<file path="src/rtl/pipe_pkg.sv">
// Shared pipeline definitions: ALU operation codes and the forwarding
// source selector used by the ID/EX operand stage.
package pipe_pkg;

  localparam int ALU_CTLW = 5;

  localparam logic [ALU_CTLW-1:0] ALU_AND = 5'd0;
  localparam logic [ALU_CTLW-1:0] ALU_OR  = 5'd1;
  localparam logic [ALU_CTLW-1:0] ALU_ADD = 5'd2;
  localparam logic [ALU_CTLW-1:0] ALU_SUB = 5'd6;
  localparam logic [ALU_CTLW-1:0] ALU_SLT = 5'd7;
  localparam logic [ALU_CTLW-1:0] ALU_NOR = 5'd12;
  localparam logic [ALU_CTLW-1:0] ALU_XOR = 5'd13;
  localparam logic [ALU_CTLW-1:0] ALU_SLL = 5'd16;
  localparam logic [ALU_CTLW-1:0] ALU_SRL = 5'd24;
  localparam logic [ALU_CTLW-1:0] ALU_SRA = 5'd25;

  typedef enum logic [1:0] {
    FWD_REG = 2'd0,
    FWD_EXM = 2'd1,
    FWD_WB  = 2'd2
  } fwd_sel_t;

endpackage

</file>
<file path="src/rtl/fwd_mux_unit.sv">
// Operand bypass for one source register. EX/MEM has priority over MEM/WB;
// register $0 is never bypassed.
module fwd_mux_unit
  import pipe_pkg::*;
#(
  parameter int DW  = 32,
  parameter int RAW = 5
) (
  input  logic [RAW-1:0] src_addr,
  input  logic [DW-1:0]  reg_data,
  input  logic           exm_reg_wr,
  input  logic [RAW-1:0] exm_dst,
  input  logic [DW-1:0]  exm_result,
  input  logic           wb_reg_wr,
  input  logic [RAW-1:0] wb_dst,
  input  logic [DW-1:0]  wb_data,
  output logic [DW-1:0]  fwd_data
);

  fwd_sel_t sel;

  // pick the youngest in-flight producer of this source
  always_comb begin
    sel = FWD_REG;
    if (exm_reg_wr && (src_addr != '0) && (exm_dst == src_addr)) begin
      sel = FWD_EXM;
    end else if (wb_reg_wr && (src_addr != '0) && (wb_dst == src_addr)) begin
      sel = FWD_WB;
    end
  end

  // operand mux driven by the selector
  always_comb begin
    case (sel)
      FWD_EXM: fwd_data = exm_result;
      FWD_WB:  fwd_data = wb_data;
      default: fwd_data = reg_data;
    endcase
  end

endmodule

</file>
<file path="src/rtl/id_ex_operand_stage.sv">
// ID/EX pipeline register with EX-side operand forwarding and load-use
// hazard detection; feeds the ALU operands and controls.
// Build option: ID_EX_FORWARD_EN enables EX/MEM and MEM/WB bypass. Without
// it operands come from the register file only and any in-flight writer of
// an ID source (in EX or EX/MEM) stalls ID.
module id_ex_operand_stage
  import pipe_pkg::*;
#(
  parameter int DW   = 32,
  parameter int RAW  = 5,
  parameter int CTLW = 5
) (
  input  logic            clk,
  input  logic            reset,
  input  logic            id_valid,
  input  logic [RAW-1:0]  id_rs_addr,
  input  logic [RAW-1:0]  id_rt_addr,
  input  logic [RAW-1:0]  id_dst_addr,
  input  logic [DW-1:0]   id_rs_data,
  input  logic [DW-1:0]   id_rt_data,
  input  logic [DW-1:0]   id_imm32,
  input  logic [4:0]      id_shamt,
  input  logic [CTLW-1:0] id_alu_ctl,
  input  logic            id_sign,
  input  logic            id_alusrc1,
  input  logic            id_alusrc2,
  input  logic            id_reg_wr,
  input  logic            id_mem_rd,
  input  logic            id_mem_wr,
  input  logic            id_mem2reg,
  input  logic            flush,
  input  logic            exm_reg_wr,
  input  logic [RAW-1:0]  exm_dst,
  input  logic [DW-1:0]   exm_result,
  input  logic            wb_reg_wr,
  input  logic [RAW-1:0]  wb_dst,
  input  logic [DW-1:0]   wb_data,
  output logic            stall_o,
  output logic            ex_valid,
  output logic [DW-1:0]   alu_in1,
  output logic [DW-1:0]   alu_in2,
  output logic [CTLW-1:0] alu_ctl,
  output logic            alu_sign,
  output logic [DW-1:0]   ex_store_data,
  output logic [RAW-1:0]  ex_dst,
  output logic            ex_reg_wr,
  output logic            ex_mem_rd,
  output logic            ex_mem_wr,
  output logic            ex_mem2reg
);

  logic            valid_q,   valid_d;
  logic [RAW-1:0]  rs_addr_q, rs_addr_d;
  logic [RAW-1:0]  rt_addr_q, rt_addr_d;
  logic [RAW-1:0]  dst_q,     dst_d;
  logic [DW-1:0]   rs_data_q, rs_data_d;
  logic [DW-1:0]   rt_data_q, rt_data_d;
  logic [DW-1:0]   imm32_q,   imm32_d;
  logic [4:0]      shamt_q,   shamt_d;
  logic [CTLW-1:0] alu_ctl_q, alu_ctl_d;
  logic            sign_q,    sign_d;
  logic            alusrc1_q, alusrc1_d;
  logic            alusrc2_q, alusrc2_d;
  logic            reg_wr_q,  reg_wr_d;
  logic            mem_rd_q,  mem_rd_d;
  logic            mem_wr_q,  mem_wr_d;
  logic            mem2reg_q, mem2reg_d;

  logic            hit_rs, hit_rt;
  logic            stall_raw;
  logic            load_en;
  logic            exm_fwd_en, wb_fwd_en;
  logic [DW-1:0]   fwd_rs, fwd_rt;

`ifdef ID_EX_FORWARD_EN
  assign exm_fwd_en = exm_reg_wr;
  assign wb_fwd_en  = wb_reg_wr;
`else
  // Bypass is disabled by gating the writer enables into the mux units;
  // the register file writes through, so MEM/WB needs no attention.
  assign exm_fwd_en = 1'b0;
  assign wb_fwd_en  = 1'b0;
  logic unused_fwd_inputs;
  assign unused_fwd_inputs = ^{exm_result, wb_reg_wr, wb_dst, wb_data};
`endif

  // hazard detection against the instruction currently held in ID
  always_comb begin
    hit_rs = (dst_q != '0) && (dst_q == id_rs_addr);
    hit_rt = (dst_q != '0) && (dst_q == id_rt_addr);
`ifdef ID_EX_FORWARD_EN
    stall_raw = valid_q && mem_rd_q && id_valid && (hit_rs || hit_rt);
`else
    stall_raw = id_valid && (
                  (valid_q && reg_wr_q && (hit_rs || hit_rt)) ||
                  (exm_reg_wr && (exm_dst != '0) &&
                   ((exm_dst == id_rs_addr) || (exm_dst == id_rt_addr))));
`endif
    // a taken branch kills ID, so its hazard is moot
    stall_o = stall_raw && !flush && !reset;
    load_en = !flush && !stall_o;
  end

  // next-state: capture ID fields, or a zeroed bubble on flush/stall
  always_comb begin
    valid_d   = load_en ? id_valid    : 1'b0;
    rs_addr_d = load_en ? id_rs_addr  : '0;
    rt_addr_d = load_en ? id_rt_addr  : '0;
    dst_d     = load_en ? id_dst_addr : '0;
    rs_data_d = load_en ? id_rs_data  : '0;
    rt_data_d = load_en ? id_rt_data  : '0;
    imm32_d   = load_en ? id_imm32    : '0;
    shamt_d   = load_en ? id_shamt    : '0;
    alu_ctl_d = load_en ? id_alu_ctl  : '0;
    sign_d    = load_en ? id_sign     : 1'b0;
    alusrc1_d = load_en ? id_alusrc1  : 1'b0;
    alusrc2_d = load_en ? id_alusrc2  : 1'b0;
    reg_wr_d  = load_en ? id_reg_wr   : 1'b0;
    mem_rd_d  = load_en ? id_mem_rd   : 1'b0;
    mem_wr_d  = load_en ? id_mem_wr   : 1'b0;
    mem2reg_d = load_en ? id_mem2reg  : 1'b0;
  end

  // ID/EX pipeline register with synchronous reset
  always_ff @(posedge clk) begin
    if (reset) begin
      valid_q   <= 1'b0;
      rs_addr_q <= '0;
      rt_addr_q <= '0;
      dst_q     <= '0;
      rs_data_q <= '0;
      rt_data_q <= '0;
      imm32_q   <= '0;
      shamt_q   <= '0;
      alu_ctl_q <= '0;
      sign_q    <= 1'b0;
      alusrc1_q <= 1'b0;
      alusrc2_q <= 1'b0;
      reg_wr_q  <= 1'b0;
      mem_rd_q  <= 1'b0;
      mem_wr_q  <= 1'b0;
      mem2reg_q <= 1'b0;
    end else begin
      valid_q   <= valid_d;
      rs_addr_q <= rs_addr_d;
      rt_addr_q <= rt_addr_d;
      dst_q     <= dst_d;
      rs_data_q <= rs_data_d;
      rt_data_q <= rt_data_d;
      imm32_q   <= imm32_d;
      shamt_q   <= shamt_d;
      alu_ctl_q <= alu_ctl_d;
      sign_q    <= sign_d;
      alusrc1_q <= alusrc1_d;
      alusrc2_q <= alusrc2_d;
      reg_wr_q  <= reg_wr_d;
      mem_rd_q  <= mem_rd_d;
      mem_wr_q  <= mem_wr_d;
      mem2reg_q <= mem2reg_d;
    end
  end

  fwd_mux_unit #(.DW(DW), .RAW(RAW)) u_fwd_rs (
    .src_addr   (rs_addr_q),
    .reg_data   (rs_data_q),
    .exm_reg_wr (exm_fwd_en),
    .exm_dst    (exm_dst),
    .exm_result (exm_result),
    .wb_reg_wr  (wb_fwd_en),
    .wb_dst     (wb_dst),
    .wb_data    (wb_data),
    .fwd_data   (fwd_rs)
  );

  fwd_mux_unit #(.DW(DW), .RAW(RAW)) u_fwd_rt (
    .src_addr   (rt_addr_q),
    .reg_data   (rt_data_q),
    .exm_reg_wr (exm_fwd_en),
    .exm_dst    (exm_dst),
    .exm_result (exm_result),
    .wb_reg_wr  (wb_fwd_en),
    .wb_dst     (wb_dst),
    .wb_data    (wb_data),
    .fwd_data   (fwd_rt)
  );

  // ALU operand selection after forwarding
  always_comb begin
    alu_in1       = alusrc1_q ? {{(DW-5){1'b0}}, shamt_q} : fwd_rs;
    alu_in2       = alusrc2_q ? imm32_q : fwd_rt;
    ex_store_data = fwd_rt;
  end

  assign ex_valid   = valid_q;
  assign alu_ctl    = alu_ctl_q;
  assign alu_sign   = sign_q;
  assign ex_dst     = dst_q;
  assign ex_reg_wr  = reg_wr_q;
  assign ex_mem_rd  = mem_rd_q;
  assign ex_mem_wr  = mem_wr_q;
  assign ex_mem2reg = mem2reg_q;

endmodule

</file>
<file path="config.mk">
export PLATFORM = sky130hd
export DESIGN_NAME = id_ex_operand_stage
export DESIGN_NICKNAME = d
export VERILOG_FILES = /design/src/rtl/pipe_pkg.sv /design/src/rtl/fwd_mux_unit.sv /design/src/rtl/id_ex_operand_stage.sv
export SDC_FILE = /design/constraint.sdc
export NUM_CORES = 1
export LEC_CHECK = 0
export CORE_AREA = 3 3 125 127
export CTS_CLUSTER_SIZE = 10
export DETAILED_ROUTE_END_ITERATION = 10
export DIE_AREA = 0 0 128 130
export PLACE_DENSITY_LB_ADDON = 0.2
export SLEW_MARGIN = 30
export SYNTH_ARGS = -nofsm -noshare
export SYNTH_HDL_FRONTEND = slang
export SYNTH_SLANG_ARGS = --single-unit
</file>
<file path="constraint.sdc">
create_clock -name clk -period 5 [get_ports clk]
set_input_delay 1 -clock clk [delete_from_list [all_inputs] [get_ports clk]]
set_output_delay 1 -clock clk [all_outputs]
set_load 0.05 [all_outputs]
</file>
After elaboration in Yosys (flattened, before gate mapping)

Cells that the tools add are included.

Shifts and indexed selects: 0
Add/sub/neg operators: 0
Reductions and logical operators: 19
Bitwise gates (word level): 1
$lt $le $gt $ge: 0
Mux-type cells: 2
$mul: 0
Div/mod/pow operators: 0
Equal/unequal tests: 4

Operators with widths:

| kind              | number |
|---|---|
| $mux 32           | 2 |
| $eq 5x5->1        | 4 |
| $logic_and 1x1->1 | 10 |
| $reduce_bool 5->1 | 2 |
| $logic_not 1->1   | 3 |
| $logic_or 1x1->1  | 3 |
| $reduce_or 2->1   | 1 |
| $not 1->1         | 1 |

Bits in read-only memories: 0
Input port bits: 208
Memory bits (writable): 0
Logic and storage cells: 40
Register bits: 119
Bits in latches: 0
Memories kept: 0

Depth between registers and ports, before layout

Word-level depth: 12
Gate-level depth with buffers: 7
Gate-level depth less buffers: 5

Hierarchy

Synthesis repeated with hierarchy kept, for this count alone.

Cells, all modules: 724
Area, all modules: 6279.8 um2

Modules (own cells, without submodules):

| module              | cells an instance | times used | seq. area each (um2) | area an instance (um2) |
|---|---|---|---|---|
| id_ex_operand_stage | 386               | 1          | 2582.5               | 4383.0 |
| fwd_mux_unit        | 169               | 2          | 0.0                  | 948.4 |

Worst setup path before layout

Ideal clock, no wire load.

Path type: input -> output
Start: input port id_rt_addr[4]
End: output port stall_o
Setup slack: 1.248 ns
Arrival time: 2.752 ns
Cell stages on the path: 5
Cells stage by stage: xnor2_1 nand3_1 o22ai_1 a22oi_1 nor3_1

Longest elaborated chain between the ends: 8
Elaborated cells on any way between the ends: 11

Ends and longest elaborated chain:

| element                             | RTL line                   | RTL |
|---|---|---|
| from (decl)                         | id_ex_operand_stage.sv:17  | `input logic [RAW-1:0] id_rt_addr,` |
| $eq 5x5->1                          | id_ex_operand_stage.sv:90  | `hit_rt = (dst_q != '0) && (dst_q == id_rt_addr);` |
| $logic_and 1x1->1                   | id_ex_operand_stage.sv:90  |  |
| $logic_or 1x1->1                    | id_ex_operand_stage.sv:95  | `(valid_q && reg_wr_q && (hit_rs \|\| hit_rt)) \|\|` |
| $logic_and 1x1->1                   | id_ex_operand_stage.sv:95  |  |
| $logic_or 1x1->1 (*)                | id_ex_operand_stage.sv:95  |  |
| $logic_and 1x1->1 (*)               | id_ex_operand_stage.sv:94  | `stall_raw = id_valid && (` |
| $logic_and 1x1->1 (*) (2 in series) | id_ex_operand_stage.sv:100 | `stall_o = stall_raw && !flush && !reset;` |
| to (decl)                           | id_ex_operand_stage.sv:38  | `output logic stall_o,` |

Every way passes the cells marked *; elsewhere a longest branch is shown, timed or not.

Worst setup path after layout

Start: input port exm_dst[2]
End: output port stall_o

Longest elaborated chain between the ends: 7
Elaborated cells on any way between the ends: 10

Ends and longest elaborated chain:

| element                                                      | RTL line                                             | RTL |
|---|---|---|
| from (decl)                                                  | id_ex_operand_stage.sv:33                            | `input logic [RAW-1:0] exm_dst,` |
| $eq 5x5->1 / $reduce_bool 5->1 (equally long branches)       | id_ex_operand_stage.sv:97, id_ex_operand_stage.sv:96 |  |
| $logic_or 1x1->1 / $logic_and 1x1->1 (equally long branches) | id_ex_operand_stage.sv:97, id_ex_operand_stage.sv:96 |  |
| $logic_and 1x1->1 (*)                                        | id_ex_operand_stage.sv:96                            | `(exm_reg_wr && (exm_dst != '0) &&` |
| $logic_or 1x1->1 (*)                                         | id_ex_operand_stage.sv:95                            |  |
| $logic_and 1x1->1 (*)                                        | id_ex_operand_stage.sv:94                            |  |
| $logic_and 1x1->1 (*) (2 in series)                          | id_ex_operand_stage.sv:100                           |  |

Marked as above.

==> results.sh <==
export IMPL_run_status="completed"
export IMPL_gr_total_overflow=0
export IMPL_cts_hold_buffers=0
export IMPL_area_growth_synth_to_final_pct=79.0
export IMPL_fp_dieH_um=130
export IMPL_final_setup_violations=0
export IMPL_fin_tns_setup_ns=0
export IMPL_finalCritPeriodShare_pct=87.4
export IMPL_cts_resized=0
export IMPL_min_from="ex_reg_wr"
export IMPL_ant_nets=0
export IMPL_cp_top_family="buffers and inverters"
export IMPL_pin_count=321
export IMPL_hold_path_end="ex_valid"
export IMPL_timing_critical_path_slowest_cell_delay_ns=0.73
export IMPL_final_setup_skew_ns=0.00549
export IMPL_max_clock_path_buffers=2
export IMPL_largest_family_of_logic_cells_by_synthesized_area="simple AND/OR/NAND/NOR gates"
export IMPL_post_route_cell_area_um2=7380
export IMPL_use_met1_pct=14.4
export IMPL_cts_repair_timing_setup_buffer_count=0
export IMPL_final_common_cell="sky130_fd_sc_hd__clkdlybuf4s50_1"
export IMPL_die_ar_um2=16600
export IMPL_timing_worst_slew_pin_value_ns=0.572
export IMPL_detailed_place_area_um2=6790
export IMPL_synth_net_count=571
export IMPL_max_slew_vio_count=0
export IMPL_critical_path_arrival_ns=3.37
export IMPL_drt_vias_per_instance=4.09
export IMPL_post_synth_cell_area_avg_um2=11.4
export IMPL_drcViolationCount=0
export IMPL_groute_layer_met3_usage_pct=7.20
export IMPL_globalRoute_busiestLayer="met2"
export IMPL_grt_first_pass_wirelength_mm=17.9
export IMPL_cts_num_sinks=119
export IMPL_maxCapViolations=0
export IMPL_ff2ff_setup_slack_ns=2.72
export IMPL_cp_common_cell="sky130_fd_sc_hd__clkdlybuf4s50_1"
export IMPL_synth_xor_xnor_area_share_pct=4.25
export IMPL_detail_route_wirelength_mm=11.6
export IMPL_p_leak_nw=2.92
export IMPL_timing_max_slew_rel_slack_pct=61.7
export IMPL_cp_max_fo=3
export IMPL_sequential_fraction_of_the_synthesis_area_pct=57.7
export IMPL_track_usage_pct=14.0
export IMPL_total_power_w=0.00261
export IMPL_initial_core_util_pct=28.4
export IMPL_route_detailed_wl_per_inst_um=14.2
export IMPL_fp_coreArea_um2=14500
export IMPL_cts_root_buffer="sky130_fd_sc_hd__clkbuf_16"
export IMPL_synthesis_yosys_warnings=0
export IMPL_setup_repair_after_global_routing_missed_its_margin="false"
export IMPL_drt_first_iter_violations=88
export IMPL_yosys_mux_area_fraction_pct=10.1
export IMPL_place_hpwl_mm=8.73
export IMPL_rr_startpoint="ex_dst[0]"
export IMPL_timing_final_hold_violations=0
export IMPL_drive_gt1_share_pct=11.6
export IMPL_synth_simple_area_share_pct=24.0
export IMPL_rr_endpoint="rt_data_q[5]"
export IMPL_hold_path_class="reg -> reg"
export IMPL_clkTransAtPathRegs_ns=0.05
export IMPL_post_synth_instance_area_um2=4130
export IMPL_grt_max_degree=63
export IMPL_worstSetupStartpointType="input port"
export IMPL_met2_resource_use_gr_pct=23.7
export IMPL_postSynthCellCount=363
export IMPL_final_fill_count=1317
export IMPL_fin_nets=825
export IMPL_max_freq_ghz=0.229
export IMPL_routed_via_count=3337
export IMPL_synth_seq_cells=119
export IMPL_placed_instances=782
export IMPL_worst_r2r_path_depth=6
export IMPL_power_per_cell_area_nw_per_um2=354
export IMPL_numPortBuffers=250
export IMPL_crit_start="exm_dst[2]"
export IMPL_critPathCaptureType="output port"
export IMPL_cp_required_ns=4.00
export IMPL_tritoncts="built"
export IMPL_timing_critical_path_cells="clkdlybuf4s50_1 -> or4_1 -> o21ai_0 -> inv_1 -> a22oi_1 -> nor3_1 -> clkdlybuf4s50_1"
export IMPL_crit_type="in -> out"
export IMPL_die_width_um=128
export IMPL_worst_path_buf_inv=3
export IMPL_layout_cells_most_common_list="sky130_fd_sc_hd__clkdlybuf4s50_1, sky130_fd_sc_hd__dfxtp_1, sky130_fd_sc_hd__and2_1, sky130_fd_sc_hd__mux2_2, sky130_fd_sc_hd__nor2b_1"
export IMPL_std_cell_rows=44
export IMPL_globalplace_congestion=0.847
export IMPL_finalWorstPathRequiredPeriod_ns=4.37
export IMPL_finish_cell_count_without_fillers=815
export IMPL_worst_case_vdd_ir_drop_mv=0.213
export IMPL_cts_htree_levels=4
export IMPL_source_to_sink_clock_delay_at_the_later_pin_of_the_worst_skew_pair_ns=0.40
export IMPL_drtPass1Iterations=4
export IMPL_synth_cell_types=23
export IMPL_worst_path_max_delay_cell="sky130_fd_sc_hd__clkdlybuf4s50_1"
export IMPL_grt_antenna_before_repair=1
export IMPL_synth_compound_area_share_pct=1.49
export IMPL_post_synth_fa_ha_maj_area_fraction_pct=0
export IMPL_cts_made_buffers=17
export IMPL_grt_pass1_vias=3580
export IMPL_whs_path_depth=3
synth_stat cells:
cell	number	area share, %
sky130_fd_sc_hd__clkbuf_1	13	1.2
sky130_fd_sc_hd__and2_1	118	18
sky130_fd_sc_hd__o311a_1	1	0.24
sky130_fd_sc_hd__dfxtp_1	119	58
sky130_fd_sc_hd__mux2_2	37	10
sky130_fd_sc_hd__nand2_1	4	0.36
sky130_fd_sc_hd__inv_1	2	0.18
sky130_fd_sc_hd__nor3_1	1	0.12
sky130_fd_sc_hd__xnor2_1	20	4.2
sky130_fd_sc_hd__o22ai_1	2	0.30
sky130_fd_sc_hd__or3_1	1	0.15
sky130_fd_sc_hd__a221oi_4	1	0.64
sky130_fd_sc_hd__and2_4	1	0.21
sky130_fd_sc_hd__nor2b_1	27	4.1
sky130_fd_sc_hd__or2_2	1	0.15
sky130_fd_sc_hd__nor4b_1	1	0.21
sky130_fd_sc_hd__nor2_1	1	0.091
sky130_fd_sc_hd__a22oi_1	1	0.18
sky130_fd_sc_hd__o21ai_0	1	0.12
sky130_fd_sc_hd__nand3_1	4	0.49
sky130_fd_sc_hd__or4_1	1	0.18
sky130_fd_sc_hd__buf_1	3	0.27
sky130_fd_sc_hd__buf_6	3	0.82
how the worst max path moves through the flow:
stage,depth (start not counted),end,slack (ns)
finish,7,stall_o,0.63
global route,7,stall_o,0.46
CTS,7,stall_o,0.62
detailed placement,7,stall_o,0.63
global placement,7,stall_o,0.64
floorplan,5,stall_o,1.25
kinds of logic after synthesis:
logic type / count (synthesis)
multiplexers: 37
AND/OR/NAND/NOR: 160
AO/OA/AOI/OAI: 6
flip-flops: 119
XOR/XNOR: 20
buffers and inverters: 21
flip-flops by register name, summed over array words and instances, names as in the netlist:
| name | cells |
|---|---|
| rt_data_q | 32 |
| ex_mem_rd | 1 |
| ex_valid | 1 |
| alusrc1_q | 1 |
| imm32_q | 32 |
| alu_ctl | 5 |
| alusrc2_q | 1 |
| ex_reg_wr | 1 |
| ex_dst | 5 |
| ex_mem_wr | 1 |
| shamt_q | 5 |
| alu_sign | 1 |
| rs_data_q | 32 |
| ex_mem2reg | 1 |
worst reg2reg max path: cells and delay by family, from the launching register on:
family	cells	cell delay, ns
DFF	1	0.36
and+or+nand+nor	3	0.79
buffers and inverters	1	0.46
AOI/OAI and AO/OA	2	0.61
metal layers:
| metal | up-vias | share of wire, % |
|---|---|---|
| met1 | 1494 | 38 |
| met4 | 0 | 2.4 |
| li1 | 1655 | - |
| met3 | 17 | 11 |
| met5 | - | 0 |
| met2 | 171 | 49 |
layout make-up:
| cell class | count | area, um2 | area share (%) |
|---|---|---|---|
| antenna | 1 | 2.50 | 0.0339 |
| clock buffer | 24 | 492 | 6.66 |
| clock inverter | 8 | 95.1 | 1.29 |
| inverter | 2 | 7.51 | 0.102 |
| multi-input combinational | 223 | 1640 | 22.2 |
| sequential | 119 | 2380 | 32.3 |
| tap | 184 | 230 | 3.12 |
| timing repair buffer | 254 | 2530 | 34.3 |
power breakdown:
group	leakage, nW	internal, W	total [W]	switching (W)
sequential	0.977	0.000990	0.00100	0.0000140
clock	0.286	0.000782	0.00118	0.000401
combinational	1.65	0.000208	0.000425	0.000217
total	2.92	0.00198	0.00261	0.000632
metrics by stage:
step | worst slack (ns) | hold WS (ns) | utilization, %
global route | 0.456 | 0.864 | 50.8
floorplan | 1.25 | 1.08 | -
CTS | 0.623 | 0.828 | 50.8
global placement | 0.637 | 0.789 | 46.7
detailed placement | 0.631 | 0.819 | 46.7
finish | 0.629 | 0.813 | 50.8
Note: power is estimated with default switching activity, not from simulation.
